$ cat src/rtl/u_wb.sv
// u_wb: regfile writeback arbiter merging single-cycle ALU results with FIFO-buffered LSU results.
// Define U_WB_SB_EN to build the pending-register scoreboard that drives busy1/busy2.
module u_wb #(
   parameter int FIFO_DEPTH = 2,
   parameter int STARVE_MAX = 3
) (
   input  logic        clk,
   input  logic        rst,
   input  logic        alu_v,
   input  logic [4:0]  alu_rd_a,
   input  logic [31:0] alu_rd_i,
   output logic        alu_stall,
   input  logic        lsu_v,
   output logic        lsu_rdy,
   input  logic [4:0]  lsu_rd_a,
   input  logic [31:0] lsu_rd_i,
   input  logic        iss_e,
   input  logic [4:0]  iss_a,
   input  logic [4:0]  chk1_a,
   input  logic [4:0]  chk2_a,
   output logic        busy1,
   output logic        busy2,
   output logic        rd_e,
   output logic [4:0]  rd_a,
   output logic [31:0] rd_i
);

   localparam int         AW         = $clog2(FIFO_DEPTH);
   localparam logic [AW:0] PTR_ONE   = (AW + 1)'(1);
   localparam logic [2:0] STARVE_LIM = 3'(STARVE_MAX);

   logic [4:0]  fifo_a [FIFO_DEPTH];
   logic [31:0] fifo_d [FIFO_DEPTH];
   logic [AW:0] wr_ptr;
   logic [AW:0] rd_ptr;
   logic [2:0]  starve_cnt;
   logic        empty;
   logic        full;
   logic        push;
   logic        pop;
   logic        sel_alu;
   logic [4:0]  head_a;
   logic [31:0] head_d;

   // Extra pointer MSB distinguishes full from empty when the index bits match.
   assign empty     = (wr_ptr == rd_ptr);
   assign full      = (wr_ptr[AW] != rd_ptr[AW]) && (wr_ptr[AW-1:0] == rd_ptr[AW-1:0]);
   assign lsu_rdy   = !full;
   assign push      = lsu_v && !full;
   assign alu_stall = (starve_cnt == STARVE_LIM) && !empty;
   assign sel_alu   = alu_v && !alu_stall;
   assign pop       = !empty && !sel_alu;
   assign head_a    = fifo_a[rd_ptr[AW-1:0]];
   assign head_d    = fifo_d[rd_ptr[AW-1:0]];

   always_ff @(posedge clk) begin
      if (push) begin
         fifo_a[wr_ptr[AW-1:0]] <= lsu_rd_a;
         fifo_d[wr_ptr[AW-1:0]] <= lsu_rd_i;
      end
   end

   // Starve counter only grows while ALU keeps beating a waiting FIFO head.
   always_ff @(posedge clk or posedge rst) begin
      if (rst) begin
         wr_ptr     <= '0;
         rd_ptr     <= '0;
         starve_cnt <= '0;
      end else begin
         if (push)
            wr_ptr <= wr_ptr + PTR_ONE;
         if (pop)
            rd_ptr <= rd_ptr + PTR_ONE;
         if (pop || empty)
            starve_cnt <= '0;
         else if (sel_alu && (starve_cnt != STARVE_LIM))
            starve_cnt <= starve_cnt + 3'd1;
      end
   end

   // Writes to x0 are dropped so u_rf never forwards a bogus x0 value.
   always_ff @(posedge clk or posedge rst) begin
      if (rst) begin
         rd_e <= 1'b0;
         rd_a <= '0;
         rd_i <= '0;
      end else if (sel_alu) begin
         rd_e <= (alu_rd_a != 5'd0);
         rd_a <= alu_rd_a;
         rd_i <= alu_rd_i;
      end else if (pop) begin
         rd_e <= (head_a != 5'd0);
         rd_a <= head_a;
         rd_i <= head_d;
      end else begin
         rd_e <= 1'b0;
      end
   end

`ifdef U_WB_SB_EN
   logic [31:0] pending;
   logic [31:0] pending_nxt;

   // Set is applied after clear so a re-issue in the pop cycle keeps the bit.
   always_comb begin
      pending_nxt = pending;
      if (pop && (head_a != 5'd0))
         pending_nxt[head_a] = 1'b0;
      if (iss_e && (iss_a != 5'd0))
         pending_nxt[iss_a] = 1'b1;
      pending_nxt[0] = 1'b0;
   end

   always_ff @(posedge clk or posedge rst) begin
      if (rst)
         pending <= '0;
      else
         pending <= pending_nxt;
   end

   assign busy1 = pending[chk1_a];
   assign busy2 = pending[chk2_a];
`else
   logic unused_sb;
   assign unused_sb = ^{iss_e, iss_a, chk1_a, chk2_a};
   assign busy1     = 1'b0;
   assign busy2     = 1'b0;
`endif

endmodule

$ cat config.mk
export PLATFORM = sky130hd
export DESIGN_NAME = u_wb
export DESIGN_NICKNAME = d
export VERILOG_FILES = /design/src/rtl/u_wb.sv
export SDC_FILE = /design/constraint.sdc
export NUM_CORES = 1
export LEC_CHECK = 0
export ABC_AREA = 1
export BUFFER_PORTS_ARGS = -buffer_cell sky130_fd_sc_hd__buf_2
export CORE_UTILIZATION = 52
export CTS_CLUSTER_SIZE = 24
export DETAILED_ROUTE_END_ITERATION = 16
export GPL_TIMING_DRIVEN = 0
export PLACE_DENSITY = 0.79
export SETUP_SLACK_MARGIN = 0.02
export SYNTH_ARGS = -nofsm -noshare
export SYNTH_HDL_FRONTEND = slang
export SYNTH_SLANG_ARGS = --single-unit
$ cat constraint.sdc
create_clock -name clk -period 3.69 [get_ports clk]
set_clock_uncertainty 0.1 [all_clocks]
set_input_delay 0.738 -clock clk [delete_from_list [all_inputs] [get_ports clk]]
set_output_delay 0.738 -clock clk [all_outputs]
set_load 0.01 [all_outputs]
==> impl_metrics.env <==
export IMPL_combPwrFrac=0.312
export IMPL_ir_worst_vdd_uv=455
export IMPL_boundaryPins=136
export IMPL_cts_tree="built"
export IMPL_internal_power_mw=3.64
export IMPL_slew_viol_final=0
export IMPL_hold_viol_final=0
export IMPL_drive_above_1_share=0.286
export IMPL_holdWs_ns=0.0522
export IMPL_yosys_top_cells_area="edfxtp_1, dfrtp_1, nand2_1, nand3_1, o211ai_1"
export IMPL_p_per_area_mw_per_mm2=863
export IMPL_worstPathMaxFanout=10
export IMPL_drc=0
export IMPL_yosys_area_top_type="edfxtp_1"
export IMPL_outcome="finished clean"
export IMPL_crit_required_ns=2.85
export IMPL_synthFlopType="edfxtp_1"
export IMPL_grt_overflow=0
export IMPL_yosysSeqAreaShare=0.672
export IMPL_highest_layer="met4"
export IMPL_yosysMostFrequentCell="nand2_1"
export IMPL_vias_per_cell=5.27
export IMPL_clock_sinks=119
export IMPL_dr_first_iter_drc_count=276
export IMPL_max_cap_violations=0
export IMPL_synthArstFlopShare=0.378
export IMPL_ant_nets=0
export IMPL_die_height_um=99.9
export IMPL_hold_buffers=0
export IMPL_root_buffer="clkbuf_8"
export IMPL_power_switching_mw=1.88
export IMPL_first_pass_iters=6
export IMPL_fill_cells=658
export IMPL_dpl_hpwl_um=7870
export IMPL_max_clock_freq_mhz=361
export IMPL_hp_class="in2async"
export IMPL_met3WireLength_um=774
export IMPL_die_area_mm2=0.00998
export IMPL_criticalPathCategory="reg2out"
export IMPL_htree_levels=4
export IMPL_cts_made_buffers=17
export IMPL_final_cells=745
export IMPL_vias=3927
export IMPL_final_net_count=698
export IMPL_post_place_ws_ns=1.46
export IMPL_portBuffers=116
export IMPL_clk_pin_slew_ns=0.06
export IMPL_clockBufferDepth=2
export IMPL_area_growth_syn_to_layout_pct=28.4
export IMPL_post_cts_buffers=0
export IMPL_worstMarginPinSlew_ns=0.816
export IMPL_ys_warn_count=0
export IMPL_clk_latency_ns=0.52
export IMPL_max_slew_margin=0.455
export IMPL_grt_pass1_wl_um=18900
export IMPL_critPathArrivalTime_ns=1.93
export IMPL_ys_ff_latch=119
export IMPL_grt_start_max_net_pins=38
export IMPL_p_leak_nw=2.88
export IMPL_synth_cell_area_mm2=0.00498
export IMPL_synth_edf_count=74
export IMPL_final_util=0.692
export IMPL_post_place_cells=712
export IMPL_cts_resized=0
export IMPL_wl_met2_um=5770
export IMPL_setup_violations=0
export IMPL_die_x_um=99.9
export IMPL_grt_usage=0.255
export IMPL_place_congestion=0.775
export IMPL_synth_top_area_share=0.446
export IMPL_worst_setup_path_end_kind="output port"
export IMPL_rsz0062_at_grt="false"
export IMPL_wl_met1_um=4990
export IMPL_synth_commonest_cells="nand2_1, nand3_1, edfxtp_1, dfrtp_1, o211ai_1"
export IMPL_rows=35
export IMPL_finalCriticalPeriod_ns=2.77
export IMPL_swShare=0.341
export IMPL_wl_per_cell_um=15.8
export IMPL_initial_utilization=0.539
export IMPL_pwr_share_clk=0.306
export IMPL_syn_inst=464
export IMPL_seq_power_share=0.382
export IMPL_syn_area_per_cell_um2=10.7
export IMPL_yosys_cell_types_count=21
export IMPL_first_global_vias=3873
export IMPL_finalCritPeriodShare=0.750
export IMPL_antenna_found_initial=1
export IMPL_wirelength_um=11800
export IMPL_cp_start_kind="flip-flop"
export IMPL_fin_ws_ns=0.922
export IMPL_core_area_mm2=0.00924
per-layer routing:
metal / GRT usage / up-vias
li1: - / 1881
met1: 0.337 / 1878
met2: 0.402 / 150
met3: 0.0599 / 18
met4: 0.119 / 0
met5: 0 / -
critical path, stage by stage, from the launching register on:
cell and delay (ns):
dfrtp_1 0.41, inv_1 0.15, nand2_1 0.07, nand2_1 0.09, nand2_2 0.13, nand2_1 0.14
buf_2 0.24, inv_1 0.05, buf_2 0.13
area by class of cell:
cell class | count | area, um2 | share of cell area
diodes | 1 | 2.50 | 0.000391
plain buffers | 34 | 181 | 0.0284
clock buffers | 20 | 435 | 0.0680
clock inverters | 12 | 178 | 0.0278
inverters | 11 | 41.3 | 0.00645
multi-input cells | 301 | 1420 | 0.222
flip-flops and latches | 119 | 3350 | 0.523
well taps | 129 | 161 | 0.0252
repair buffers | 118 | 628 | 0.0982
state kept, by name (all words and copies together) (netlist names):
name,cells
fifo_d,64
rd_i,32
fifo_a,10
rd_a,5
starve_cnt,3
rd_ptr,2
wr_ptr,2
rd_e,1
power groups by stage:
| stage | clock network [mW] | registers, mW | logic [mW] |
|---|---|---|---|
| after global routing | 1.77 | 2.15 | 1.93 |
| after detailed placement | 0 | 2.12 | 1.71 |
| after global placement | 0 | 2.12 | 1.62 |
| after floorplan | 0 | 2.20 | 0.989 |
| final | 1.69 | 2.11 | 1.72 |
| after CTS | 1.71 | 2.10 | 1.74 |
cell usage in the layout (no fill, tap or decap):
cell / instances
buf_1: 4
buf_12: 1
buf_16: 1
buf_2: 129
buf_4: 6
buf_6: 2
bufinv_16: 4
clkbuf_1: 11
clkbuf_16: 16
clkbuf_8: 2
clkinv_2: 2
clkinv_4: 2
clkinvlp_4: 4
conb_1: 2
dfrtp_1: 45
diode_2: 1
edfxtp_1: 74
ha_1: 2
inv_1: 7
inv_2: 4
nand2_1: 165
nand2_2: 1
nand3_1: 78
nand3b_1: 2
nor2_1: 7
nor2_4: 2
o211ai_1: 37
o21ai_0: 2
o21ai_1: 1
xnor2_1: 2
worst paths after layout:
kind / depth (start not counted) / slack [ns] / from / end
setup / recovery: 8 / 0.92 / wr_ptr[0] / alu_stall
hold / removal: 2 / 0.05 / rst / rd_i[30]
setup reg to reg: 6 / 1.63 / starve_cnt[0] / rd_i[18]
hold reg to reg: 1 / 0.37 / starve_cnt[0] / starve_cnt[0]
max in group asynchronous: 3 / 2.97 / rst / rd_i[12]
min in group clk: 1 / 0.30 / lsu_rd_i[30] / fifo_d[0][30]
metrics by stage:
step	power (mW)	TNS (ns)	area, um2
after floorplan	3.19	0	4990
after global placement	3.74	-5.38	5730
after detailed placement	3.83	0	5780
after CTS	5.55	0	6400
after global routing	5.84	0	6400
final	5.52	0	6400
logic make-up after synthesis:
| group | share of synthesized area |
|---|---|
| compound gates | 0.0588 |
| xor+xnor | 0.00352 |
| fa+ha+maj | 0.00502 |
| buf+inv | 0.0447 |
| flops | 0.672 |
| other cells | 0.000753 |
| simple gates | 0.215 |
Note: power is estimated with default switching activity, not from simulation.
